## config.mk

```make
export PLATFORM = sky130hd
export DESIGN_NAME = writeback_stage
export DESIGN_NICKNAME = d
export VERILOG_FILES = /design/src/rtl/writeback_stage.sv
export SDC_FILE = /design/constraint.sdc
export NUM_CORES = 1
export LEC_CHECK = 0
export ABC_CLOCK_PERIOD_IN_PS = 3300
export BUFFER_PORTS_ARGS = -buffer_cell sky130_fd_sc_hd__buf_2
export CAP_MARGIN = 20
export CORE_ASPECT_RATIO = 2
export CORE_MARGIN = 2
export CORE_UTILIZATION = 45
export CTS_CLUSTER_DIAMETER = 200
export CTS_CLUSTER_SIZE = 40
export DETAILED_ROUTE_END_ITERATION = 7
export MAX_ROUTING_LAYER = met4
export PLACE_DENSITY = 0.7
export REMOVE_ABC_BUFFERS = 1
export SLEW_MARGIN = 20
export SYNTH_ARGS = -nofsm -noshare
export SYNTH_HDL_FRONTEND = slang
export SYNTH_SLANG_ARGS = --single-unit
```

## constraint.sdc

```tcl
create_clock -name clk -period 3.3 [get_ports clk]
set_clock_uncertainty 0.15 [all_clocks]
set_input_delay 0.165 -clock clk [delete_from_list [all_inputs] [get_ports clk]]
set_output_delay 0.165 -clock clk [all_outputs]
set_load 0.005 [all_outputs]
```

## src/rtl/writeback_stage.sv

```systemverilog
// Final writeback stage: formats retired results, queues them, and issues
// paced single-cycle register-file write pulses to the storer.
module writeback_stage #(
  parameter int DEPTH = 2,
  parameter int CNT_W = 32
) (
  input  logic             clk,
  input  logic             reset,
  input  logic             in_valid,
  output logic             in_ready,
  input  logic             in_wb_en,
  input  logic [4:0]       in_rd,
  input  logic             in_sel,
  input  logic [31:0]      in_alu,
  input  logic [31:0]      in_mem,
  input  logic [1:0]       in_size,
  input  logic             in_unsigned,
  input  logic [1:0]       in_addr_lo,
  output logic             we,
  output logic [4:0]       wa,
  output logic [31:0]      wd,
  input  logic             wr,
  output logic             err,
  output logic             busy,
  output logic [CNT_W-1:0] wb_count
);

  localparam int PTR_W  = (DEPTH > 1) ? $clog2(DEPTH) : 1;
  localparam int CNT_FW = $clog2(DEPTH + 1);
  localparam logic [CNT_FW-1:0] FULL_CNT = CNT_FW'(DEPTH);

  localparam logic [1:0] S_IDLE  = 2'd0;
  localparam logic [1:0] S_PULSE = 2'd1;
  localparam logic [1:0] S_WAIT  = 2'd2;

  logic [1:0]        state_q, state_d;
  logic [CNT_FW-1:0] count_q, count_d;
  logic [PTR_W-1:0]  wr_ptr_q, wr_ptr_d;
  logic [PTR_W-1:0]  rd_ptr_q, rd_ptr_d;
  logic              we_q, we_d;
  logic [4:0]        wa_q, wa_d;
  logic [31:0]       wd_q, wd_d;
  logic              err_q, err_d;
  logic [CNT_W-1:0]  wb_count_q, wb_count_d;

  logic [4:0]  fifo_wa_mem [DEPTH];
  logic [31:0] fifo_wd_mem [DEPTH];

  logic [7:0]  byte_lane [4];
  logic [7:0]  load_byte;
  logic [15:0] load_half;
  logic [31:0] fmt_data;
  logic        misaligned;
  logic        writes_reg;
  logic        accept;
  logic        push;
  logic        pop;

  genvar gi;
  generate
    for (gi = 0; gi < 4; gi++) begin : g_lane
      assign byte_lane[gi] = in_mem[8*gi +: 8];
    end
  endgenerate

  // Result formatting happens before enqueue so the FIFO only holds final data.
  always_comb begin
    load_byte = byte_lane[in_addr_lo];
    load_half = in_addr_lo[1] ? in_mem[31:16] : in_mem[15:0];
    fmt_data  = in_alu;
    if (in_sel) begin
      case (in_size)
        2'b00:   fmt_data = in_unsigned ? {24'b0, load_byte} : {{24{load_byte[7]}}, load_byte};
        2'b01:   fmt_data = in_unsigned ? {16'b0, load_half} : {{16{load_half[15]}}, load_half};
        default: fmt_data = in_mem;
      endcase
    end
  end

  assign misaligned = in_sel && ((in_size == 2'b11) ||
                                 (in_size == 2'b01 && in_addr_lo[0]) ||
                                 (in_size == 2'b10 && in_addr_lo != 2'b00));
  assign writes_reg = in_wb_en && (in_rd != 5'd0);
  assign in_ready   = (count_q < FULL_CNT);
  assign accept     = in_valid && in_ready;
  assign push       = accept && writes_reg && !misaligned;

  always_comb begin
    state_d    = state_q;
    we_d       = 1'b0;
    wa_d       = wa_q;
    wd_d       = wd_q;
    pop        = 1'b0;
    wb_count_d = wb_count_q;
    case (state_q)
      S_IDLE: begin
        if (count_q != '0 && wr) begin
          pop        = 1'b1;
          we_d       = 1'b1;
          wa_d       = fifo_wa_mem[rd_ptr_q];
          wd_d       = fifo_wd_mem[rd_ptr_q];
          wb_count_d = wb_count_q + CNT_W'(1);
          state_d    = S_PULSE;
        end
      end
      S_PULSE: state_d = S_WAIT;
      // The storer drops wr after each write, so this gates the next issue.
      S_WAIT:  if (wr) state_d = S_IDLE;
      default: state_d = S_IDLE;
    endcase
  end

  always_comb begin
    count_d  = count_q;
    wr_ptr_d = wr_ptr_q;
    rd_ptr_d = rd_ptr_q;
    err_d    = accept && writes_reg && misaligned;
    if (push) wr_ptr_d = wr_ptr_q + 1'b1;
    if (pop)  rd_ptr_d = rd_ptr_q + 1'b1;
    case ({push, pop})
      2'b10:   count_d = count_q + 1'b1;
      2'b01:   count_d = count_q - 1'b1;
      default: count_d = count_q;
    endcase
  end

  always_ff @(posedge clk) begin
    if (push) begin
      fifo_wa_mem[wr_ptr_q] <= in_rd;
      fifo_wd_mem[wr_ptr_q] <= fmt_data;
    end
  end

  always_ff @(posedge clk) begin
    if (reset) begin
      state_q    <= S_IDLE;
      count_q    <= '0;
      wr_ptr_q   <= '0;
      rd_ptr_q   <= '0;
      we_q       <= 1'b0;
      wa_q       <= '0;
      wd_q       <= '0;
      err_q      <= 1'b0;
      wb_count_q <= '0;
    end else begin
      state_q    <= state_d;
      count_q    <= count_d;
      wr_ptr_q   <= wr_ptr_d;
      rd_ptr_q   <= rd_ptr_d;
      we_q       <= we_d;
      wa_q       <= wa_d;
      wd_q       <= wd_d;
      err_q      <= err_d;
      wb_count_q <= wb_count_d;
    end
  end

  assign we       = we_q;
  assign wa       = wa_q;
  assign wd       = wd_q;
  assign err      = err_q;
  assign wb_count = wb_count_q;
  assign busy     = (count_q != '0) || (state_q != S_IDLE);

endmodule

```

* Word-level counts from Yosys, hierarchy flattened
Memories as Yosys holds them, arrays and structs flattened. A register that Yosys moved wholly into a read port is not among the register bits.
Index checks and enable logic that the tools add are counted.
** Storage, ports and cells
- Register bits after elaboration :: 40
- Memory bits (writable) :: 74
- Bits of input ports :: 80
- Memories kept :: 2
** Memory list
- fifo_wd_mem :: words 2, width 32, rd ports 1, clocked after Yosys merged registers in 1, write ports 1, line 47 : logic [31:0] fifo_wd_mem [DEPTH];
- fifo_wa_mem :: words 2, width 5, rd ports 1, clocked after Yosys merged registers in 1, write ports 1, line 46 : logic [4:0] fifo_wa_mem [DEPTH];
** Cells by class
- Add/subtract/negate cells :: 5
- Order comparisons :: 2
- Equality and inequality tests :: 9
- Multiplexer cells :: 16
- Bitwise gates (word level) :: 1
- Reduce and logical (&&, ||, !) cells :: 22
** Operators by type and width (number)
- $mux 32 :: 3
- $pmux 32 s2 :: 1
- $add 32x1->32 const B :: 1
- $bmux 8 s2 :: 1
- $mux 16 :: 1
- $mux 8 :: 2
- $logic_and 1x1->1 :: 9
- $eq 2x2->1 const B :: 4
- $reduce_bool 2->1 :: 4
- $eq 2x1->1 const B :: 3
- $pmux 2 s3 :: 1
- $reduce_bool 5->1 :: 1
- $logic_not 2->1 :: 2
- $mux 1 :: 4
- $mux 2 :: 2
- $ne 2x2->1 const B :: 2
- $pmux 2 s2 :: 1
- $reduce_and 2->1 :: 2
- $ge 3x3->1 const B :: 1
- $logic_or 1x1->1 :: 3
- $not 2->3 :: 1
- $add 1x1->1 const B :: 2
- $add 2x1->2 const B :: 1
- $lt 2x2->1 const B :: 1
- other kinds (2) :: 2

* Logic depth before layout (Yosys ltp)
Gate-level depths: netlist of the first run.
- Depth in word-level cells :: 9
- Mapped depth :: 8
- Depth with buffers taken out :: 7

* Worst setup path before layout of the first run
OpenSTA, ideal clock, no wires.
- Path kind :: reg2reg
- Start :: register count_q[1]
- End :: memory fifo_wa_mem[1][0], enable pin
- Library setup time :: 0.431 ns
- Data arrival time :: 2.261 ns
- Data required time :: 2.719 ns
- Slack :: 0.458 ns
- Stages on the path, launching flop included :: 5
- Buffers on the path :: 0
- Cell sequence :: dfxtp_1 -> inv_1 -> o2111a_1 -> nand2_1 -> nor2_1
** On the way
- Longest elaborated chain between the ends :: 6
** Ends and longest elaborated chain
- start, declared :: line 37 : logic [CNT_FW-1:0] count_q, count_d;
- start signal, assigned :: line 147 : count_q <= count_d;
- $lt 2x2->1 :: line 84 : assign in_ready = (count_q < FULL_CNT);
- via in_ready :: line 10 : output logic in_ready,
- $logic_and 1x1->1 :: line 85 : assign accept = in_valid && in_ready;
- $logic_and 1x1->1 (2 in a row) :: line 86 : assign push = accept && writes_reg && !misaligned;
- $mux 1 :: line 128 : if (push) begin
- $mux 1 (implied by the code) :: line 129 : fifo_wa_mem[wr_ptr_q] <= in_rd;
- end, declared :: line 46
The timed path passes the listed nets, and every way through them passes these cells.

* Final worst setup path of the first run
- Start :: input port in_addr_lo[1]
- End :: memory fifo_wd_mem[1][18] (data pin)
** On the way
- Longest elaborated chain between the ends :: 7
** Ends and longest elaborated chain
- start, declared :: line 18 : input logic [1:0] in_addr_lo,
- $not 2->3 (implied by the code) :: line 68 : load_byte = byte_lane[in_addr_lo];
- $bmux 8 s2 :: line 68
- $mux 8 (implied by the code) (2 in a row) :: line 68
- $mux 32 :: line 73 : 2'b00: fmt_data = in_unsigned ? {24'b0, load_byte} : {{24{load_byte[7]}}, load_byte};
- $pmux 32 s2 * :: line 72 : case (in_size)
- $mux 32 * :: line 71 : if (in_sel) begin
- via fmt_data[18] :: line 52 : logic [31:0] fmt_data;
- end, declared :: line 47
The timed path passes the listed nets; every way through them passes the cells marked *. The select of a mux whose other input is x is not followed.

==> results of run 1 <==
worst max path at each step:
stage,cells after the start,startpoint,to,slack (ns)
finish,6,in_addr_lo[1],fifo_wd_mem[1][18]$_DFFE_PP_,0.76
global route,6,in_addr_lo[1],fifo_wd_mem[1][22]$_DFFE_PP_,0.62
CTS,6,in_addr_lo[1],fifo_wd_mem[1][26]$_DFFE_PP_,0.82
detailed placement,5,in_addr_lo[1],fifo_wd_mem[1][27]$_DFFE_PP_,0.91
global placement,5,in_addr_lo[1],fifo_wd_mem[1][19]$_DFFE_PP_,0.97
floorplan,5,state_q[1]$_SDFFE_PP0P_,count_q[1]$_SDFFE_PP0P_,0.15
Yosys cell counts, drive strengths merged, types with 15 or more instances:
master | count | area (um^2)
dfxtp | 77 | 1540
edfxtp | 74 | 2220
nor2 | 64 | 248
mux2i | 40 | 400
nand2 | 38 | 143
a211oi | 37 | 278
a21oi | 34 | 170
clkbuf | 26 | 98.8
a221o | 16 | 160
or4 | 16 | 120
buf | 15 | 92.6
o31ai | 15 | 113
registers in the layout, summed over array words and instances, names as in the netlist:
signal,count
fifo_wa_mem,10
we,1
count_q,2
wr_ptr_q,1
wa,5
state_q,2
wb_count,32
rd_ptr_q,1
err,1
fifo_wd_mem,64
wd,32
per-layer routing:
layer  up-vias  track usage [%]
met4         0             16.3
met3        63             4.59
met1      2539             20.1
met2       219             42.9
li1       2586                -
met5         -                -
per-stage QoR:
| step | cell area (um^2) | power [uW] | cells | hold slack [ns] |
|---|---|---|---|---|
| finish | 8500 | 5280 | 962 | 0.0227 |
| global route | 8500 | 5540 | 962 | 0.0104 |
| CTS | 8490 | 5330 | 961 | 0.000342 |
| detailed placement | 7530 | 3340 | 894 | 0.227 |
| global placement | 7530 | 3300 | 894 | 0.215 |
| floorplan | 6450 | 2920 | 541 | 0.0841 |
area by class of cell:
cell class,count,share of cell area [%]
multi-input cells,381,31.3
well taps,192,2.83
clock buffers,23,6.25
clock inverters,9,0.971
flip-flops and latches,151,44.3
repair buffers,197,14.0
inverters,9,0.397
power by group:
part           leakage [uW]  internal, uW  switching, uW
Sequential          0.00130          2180            146
Clock              0.000309          1210            739
Combinational       0.00161           470            531
cells in the final DEF, fill, tap and decap left out, drive strengths merged, types with 10 or more instances in the layout:
cell type	n
a211oi	37
a21oi	34
a221o	16
buf	161
clkbuf	23
dfxtp	77
dlygate4sd3	36
edfxtp	74
mux2	12
mux2i	40
nand2	38
nand4	14
nor2	64
o21ai	10
o31ai	15
or3	11
or4	16
cells by family after synthesis:
| kind of cell | count (synthesis) | synth area share (%) |
|---|---|---|
| AO/OA/AOI/OAI | 134 | 14.2 |
| XOR/XNOR | 7 | 0.923 |
| adder cells (fa/ha/maj) | 2 | 0.377 |
| buffers and inverters | 50 | 3.39 |
| flip-flops | 151 | 56.7 |
| multiplexers | 59 | 10.4 |
| AND/OR/NAND/NOR | 179 | 13.9 |
worst min-delay path: cells and delay by family:
kind | cells | cell delay, ns
buf+inv | 1 | 0.10
simple gates | 1 | 0.08
compound gates | 1 | 0.07
==> metrics.txt, run 1 <==
core area=14400 um^2; wire length per cell=18.2 um; final hold violations=0; total CTS buffers=17; R2R setup slack=1.14 ns; Die X-Extent=89.9 um; worst IR drop on VDD=0.420 mV; Met2 Wirelength=between 9000 and 10000 um; initial cell density of the core=46.0%; hold_buf cts=35; DP HPWL=between 10000 and 15000 um; Final WS setup=between 0.7 and 0.8 ns; CP Cell Sequence=buf_2 > mux2_2 > nor2_1 > a2111oi_4 > a221o_1 > dlygate4sd3_1; pre-CTS setup slack=0.912 ns; layout cells sized above 1=between 20% and 30%; Top FF cell, synth=dfxtp_1; Seq/Total Area, Yosys=56.7%; Die Area=15800 um^2; Final Max Tran Viols=0; # clock sinks=~150; wire length on met3=970 um; number of setup buffers added after CTS=0; max cap viols=0; RSZ-0062 raised after global routing=no; Area growth syn-to-layout=28.0%; register cell area after layout=3760 um^2; Finished Core Util=58.9%; Yosys reg bits=151; I/O pin cnt=around 150; Worst Path Required=3.42 ns; Hold Crit Start=in_alu[5]; ratio of final minimum period to clock period=77.0%; Arr. time, crit path=2.66 ns; met1 WL=~5800 um; CTS root buf=clkbuf_16; Worst Path Buf+Inv=2; worst slew pin tran=1.07 ns; layout filler cell count=1244; Lkg Pwr=0.00322 uW; initial antenna violation count=0; cell count after synthesis=582; Critical R2R Launch=count_q[1]$_SDFFE_PP0P_; CTS Buffer Depth=2; placer congestion estimate=between 0.9 and 1; Setup TNS=0 ns; Mapped Area=6640 um^2; Cells on Worst Hold Path=3; drc violations=0; largest net degree at the start of global routing=80; CP Launch Type=input port; DR pass1 iterations=4; gr ovfl total=0; mean post-synth cell area=11.4 um^2; Hold WC Path Type=input port to flip-flop; Setup crit end kind=flip-flop; Max Freq=0.393 GHz; FFs w/ async S/R, synth=0%; Antenna Violating Nets Remaining=0; total track usage=22.9%; Crit Path Class=input port to flip-flop; DIE HEIGHT=176 um; R2R Path End=fifo_wd_mem[1][22]$_DFFE_PP_; vias in the first global route=5468; antenna diode count=0; delay-heaviest family, CP=compound AO/OA/AOI/OAI gates; max layer used=met4; Critical-path top delay cell=a2111oi_4; first-pass GRT wire length=27100 um; synth warn=0; post-synthesis cell type count=49; post-layout min period=roughly 2.5 ns; Reg clk slew, reported paths=0.06 ns; Finish-stage setup viols=0; Cell Pwr Density=~620 nW/um^2; status=completed; DR iter-0 viols=about 240; multi-input combinational cell area=approximately 2700 um^2; Avg Vias per Cell=5.62; CTS tree=yes; Max-slew headroom=between 20% and 30%; EDFF count, synth=74; Cell Rows=62; port bufs=roughly 150; CTS H-tree lvls=4; cell count of the worst reg-to-reg path=4; max incr delay on CP=between 0.8 and 0.9 ns; layout net count=around 840; CTS resizes=0; drt total wl=approximately 18000 um; Worst-Skew Late Latency=0.42 ns; Crit Path Max Fanout=19; Hold EP=fifo_wd_mem[0][5]$_DFFE_PP_; via total after detailed routing=5407
Note: power is estimated with default switching activity, not from simulation.
==> run 2, diff against run 1 <==
- ABC_CLOCK_PERIOD_IN_PS: 3300 -> 2500
- clock period: 3.3 -> 2.5 ns (I/O delays scaled with it)
==> run 2 against run 1 <==
  * Global-route usage is 0.45 points higher
  * Register-to-register slack worse by 0.74 ns
  * Count of clock-buffer cells in the layout is 4 lower
  * Critical path depth is 2 higher
  * Largest power group unchanged
  * Final cell count is 3.3% higher
  * Clock power is 26% higher
  * Worst hold slack worse by 0.012 ns
  * Final area is 3.5% higher
  * Sequential share of layout area is 1.5 points lower
  * Power is 31% higher
==> metrics.txt, run 2 (synthesis gave the netlist of run 1 again) <==
CTS root buf=clkbuf_16; CTS Buffer Depth=2; Critical R2R Launch=wb_count[5]$_SDFFE_PP0P_; initial cell density of the core=46.0%; layout cells sized above 1=28.8%; Worst-Skew Late Latency=slightly above 0.4 ns; Area growth syn-to-layout=32.5%; layout net count=870; Critical-path top delay cell=dlygate4sd3_1; Cells on Worst Hold Path=3; # clock sinks=151; worst IR drop on VDD=0.495 mV; Hold WC Path Type=input port to flip-flop; Die X-Extent=between 80 and 90 um; pre-CTS setup slack=roughly 0.27 ns; wire length per cell=18.0 um; Cell Rows=62; WHS=0.0105 ns; initial antenna violation count=1; post-layout min period=2.36 ns; most frequent cells in the layout=buf_2, dfxtp_1, edfxtp_1, nor2_1, dlygate4sd3_1; Crit Path Max Fanout=4; vias in the first global route=5606; I/O pin cnt=approximately 150; placer congestion estimate=0.927; drc violations=0; worst slew pin tran=0.968 ns; delay-heaviest family, CP=simple AND/OR/NAND/NOR gates; Crit Path Class=input port to flip-flop; total CTS buffers=17; Avg Vias per Cell=5.65; Die Area=between 15000 and 20000 um^2; Final Max Tran Viols=0; first-pass GRT wire length=approximately 28000 um; ratio of final minimum period to clock period=94.3%; Max Freq=0.424 GHz; Hold EP=fifo_wd_mem[1][9]$_DFFE_PP_; gr ovfl total=0; RSZ-0062 raised after global routing=no; Worst Path Buf+Inv=2; max cap viols=0; CP Launch Type=input port; R2R Path End=wb_count[29]$_SDFFE_PP0P_; number of setup buffers added after CTS=0; Finish-stage setup viols=0; largest net degree at the start of global routing=80; R2R setup slack=0.40 ns; core area=between 10000 and 15000 um^2; Lkg Pwr=around 0.0033 uW; Biggest register=fifo_wd_mem; CTS H-tree lvls=4; port bufs=152; Antenna Violating Nets Remaining=0; status=completed; DR pass1 iterations=5; max incr delay on CP=0.55 ns; Arr. time, crit path=2.55 ns; DP HPWL=13000 um; Worst Path Required=2.70 ns; DR iter-0 viols=210; Setup crit end kind=flip-flop; total track usage=23.4%; most common cell after layout, fill and taps aside=buf_2; max reg flops=64; final hold violations=0; Max-slew headroom=35.5%; drt total wl=17900 um; CP Cell Sequence=dlygate4sd3_1 > buf_2 > or4_1 > o2111a_1 > nand2_1 > ha_1 > or3_1 > a21oi_1; Final WS setup=0.143 ns; cell count of the worst reg-to-reg path=4; Hold Crit Start=in_alu[9]; DIE HEIGHT=176 um; Finished Core Util=61.0%; Cell Pwr Density=789 nW/um^2; CTS tree=yes; via total after detailed routing=roughly 5600; Reg clk slew, reported paths=roughly 0.060 ns
-- run 2: cell count changes in the layout (fill, tap and decap cells not counted), sizes merged --
cell / change
clkinvlp: +5
clkbuf: -4
clkinv: -1
diode: +1
inv: -1
buf: +9
bufinv: +1
dlygate4sd3: +22
-- run 2: layout make-up --
cell class / instances / area, um^2
diodes: 1 / 2.50
clock buffers: 19 / 443
clock inverters: 13 / 130
fillers: 1216 / 5630
inverters: 9 / 33.8
multi-input cells: 381 / 2660
flip-flops and latches: 151 / 3760
well taps: 192 / 240
repair buffers: 228 / 1520
-- run 2: worst min-delay path, cell delays in order --
cell and delay, ns:
buf_2 0.07, o22ai_1 0.06, a21oi_1 0.17
-- run 2: worst max path at each step --
stage | startpoint | to | slack [ns] | cells past startpoint
after floorplan | state_q[1]$_SDFFE_PP0P_ | count_q[1]$_SDFFE_PP0P_ | -0.65 | 5
after CTS | in_rd[0] | count_q[1]$_SDFFE_PP0P_ | 0.18 | 8
after global placement | in_rd[0] | count_q[1]$_SDFFE_PP0P_ | 0.28 | 7
after global routing | in_rd[0] | count_q[1]$_SDFFE_PP0P_ | 0.03 | 8
after detailed placement | in_addr_lo[1] | fifo_wd_mem[1][16]$_DFFE_PP_ | 0.27 | 5
final | in_rd[0] | count_q[1]$_SDFFE_PP0P_ | 0.14 | 8
-- run 2: report_power, final --
part	switching (uW)	internal [uW]	leakage, uW
registers	188	2880	0.00130
logic	734	690	0.00176
clock network	966	1490	0.000269
-- run 2: repair_timing --
| action | in CTS | in global routing |
|---|---|---|
| endpoints found under the hold margin | 76 | 0 |
| setup endpoints to repair | 0 | 9 |
| gates resized for setup | 0 | 0 |
| hold buffers | 58 | 0 |
-- run 2: metrics by stage --
stage               cells  power (uW)  cell area [um^2]  TNS, ns
CTS                   992        6980              8770        0
floorplan             541        3860              6450   -14.38
global route          994        7270              8800        0
detailed placement    902        4450              7610        0
finish                994        6940              8800        0
global placement      902        4410              7610        0
-- run 2: layer usage --
layer / vias to the layer above / part of all wire, % / GRT usage, %
li1: 2636 / - / -
met4: 0 / 4.9 / 12.9
met5: - / 0 / -
met1: 2681 / 33 / 21.0
met3: 59 / 5.3 / 4.33
met2: 237 / 57 / 45.3
==> run 3, diff against run 2 <==
- ABC_CLOCK_PERIOD_IN_PS: 2500 -> 3000
- HOLD_SLACK_MARGIN: not set -> 0.06
- clock period: 2.5 -> 3 ns (I/O delays scaled with it)
==> run 3 against run 2 <==
  * Final area up 0.70%
  * Wire length down 2.2%
  * Utilization up 0.42 points
  * Final cell count up 0.50%
  * Worst hold slack better by 0.071 ns
  * Via count down 1.5%
  * Power down 16%
  * Sequential share of layout area down 0.30 points
==> metrics.txt, run 3 (synthesis gave the netlist of run 1 again) <==
# clock sinks=151; CTS root buf=clkbuf_16; first-pass GRT wire length=approximately 27000 um; DP HPWL=~13000 um; Cells on Worst Hold Path=3; part of the power in combinational logic=19.9%; antenna diode count=0; R2R setup slack=0.86 ns; port bufs=152; core area=14400 um^2; Setup crit end kind=flip-flop; Crit Path Max Fanout=4; Finish-stage setup viols=0; Final WS setup=0.223 ns; worst slew pin tran=0.751 ns; placer congestion estimate=0.870; Die X-Extent=about 90 um; Hold EP=fifo_wd_mem[1][7]$_DFFE_PP_; R2R Path End=err$_SDFF_PP0_; wire length per cell=around 17 um; max cap viols=0; multi-input combinational cell area=2660 um^2; hold_buf cts=71; worst IR drop on VDD=roughly 0.43 mV; Reg clk slew, reported paths=0.07 ns; largest net degree at the start of global routing=80; DR iter-0 viols=around 230; Critical-path top delay cell=dlygate4sd3_1; Sw Ratio=about 29%; post-layout min period=2.78 ns; most crowded layer after global routing=met2; part of the power in registers=44.1%; ratio of final minimum period to clock period=92.6%; pre-CTS setup slack=0.649 ns; total track usage=23.0%; Worst Path Required=3.15 ns; final std cells w/o fill=~1000; Avg Vias per Cell=5.53; max incr delay on CP=~0.57 ns; gr ovfl total=0; final hold violations=0; Arr. time, crit path=about 3 ns; initial cell density of the core=46.0%; max reg flops=64; NetSw=about 1700 uW; CTS H-tree lvls=4; status=completed; I/O pin cnt=between 150 and 200; grt met3 use=approximately 4.7%; Critical R2R Launch=count_q[1]$_SDFFE_PP0P_; drt total wl=17500 um; layout cells sized above 1=28.0%; Area growth syn-to-layout=33.4%; register cell area after layout=3760 um^2; number of setup buffers added after CTS=0; Cell Rows=62; met2 Usage GRT=43.7%; Max-slew headroom=49.9%; Clk pwr share=36.0%; initial antenna violation count=0; CTS Buffer Depth=2; most frequent CP cell=dlygate4sd3_1; cell internal pwr=4140 uW; Max Freq=0.360 GHz; Die Area=15800 um^2; RSZ-0062 raised after global routing=no; Biggest register=fifo_wd_mem; Crit Path Class=input port to flip-flop; Cell Pwr Density=654 nW/um^2; DR pass1 iterations=4; most frequent cells in the layout=buf_2, dfxtp_1, edfxtp_1, dlygate4sd3_1, nor2_1; layout net count=876; vias in the first global route=5548; via total after detailed routing=5529; placed cells=between 800 and 900; CP Launch Type=input port; drc violations=0; CP Cell Sequence=dlygate4sd3_1 > buf_2 > or4_1 > o2111a_1 > dlygate4sd3_1 > nor3b_1 > dlygate4sd3_1; DIE HEIGHT=176 um; most common cell after layout, fill and taps aside=buf_2; cell count of the worst reg-to-reg path=5; CTS resizes=0; CTS tree=yes; Antenna Violating Nets Remaining=0; Lkg Pwr=0.00337 uW; Final Max Tran Viols=0; total CTS buffers=17; Worst-Skew Late Latency=slightly above 0.4 ns; layout filler cell count=1232; GRT met1 Usage=20.3%; Hold Crit Start=in_mem[7]; Hold WC Path Type=input port to flip-flop
[run 3: power groups by stage]
stage          combinational, uW  clock, uW  sequential, uW
2_1_floorplan                609          0            2610
3_3_place_gp                1040          0            2590
3_5_place_dp                1060          0            2610
4_1_cts                     1160       2130            2560
5_1_grt                     1270       2230            2590
6_report                    1150       2090            2560
[run 3: how the worst max path moves through the flow]
stage	start	end	slack, ns	depth (start not counted)
2_1_floorplan	state_q[1]$_SDFFE_PP0P_	count_q[1]$_SDFFE_PP0P_	-0.15	5
3_3_place_gp	in_addr_lo[1]	fifo_wd_mem[1][19]$_DFFE_PP_	0.71	5
3_5_place_dp	in_addr_lo[1]	fifo_wd_mem[1][19]$_DFFE_PP_	0.65	5
4_1_cts	in_rd[0]	err$_SDFF_PP0_	0.25	7
5_1_grt	in_rd[0]	err$_SDFF_PP0_	0.19	7
6_report	in_rd[0]	err$_SDFF_PP0_	0.22	7
[run 3: area by class of cell]
cell class	count	area share, %
clock buffers	18	4.85
repair buffers	234	17.8
flip-flops and latches	151	42.5
inverters	9	0.381
well taps	192	2.71
clock inverters	14	1.72
multi-input cells	381	30.1
[run 3: worst max-delay path, delay by kind of cell]
kind	cells	cell delay (ns)
AO/OA/AOI/OAI	1	0.29
AND/OR/NAND/NOR	2	0.68
buffers and inverters	4	1.81
[run 3: stage by stage]
step / util (%) / total power [uW] / instance area, um^2 / hold slack [ns] / TNS [ns]
floorplan: - / 3210 / 6450 / 0.0691 / -0.151
global placement: 52.2 / 3630 / 7530 / 0.201 / 0
detailed placement: 52.2 / 3670 / 7530 / 0.210 / 0
CTS: 61.2 / 5850 / 8830 / 0.0615 / 0
global route: 61.4 / 6090 / 8860 / 0.0750 / 0
finish: 61.4 / 5800 / 8860 / 0.0812 / 0
[run 3: per-layer routing]
layer / up-vias / part of all wire (%)
met4: 0 / 5.9
met2: 221 / 56
met3: 49 / 4.6
met1: 2596 / 33
li1: 2663 / -
met5: - / 0
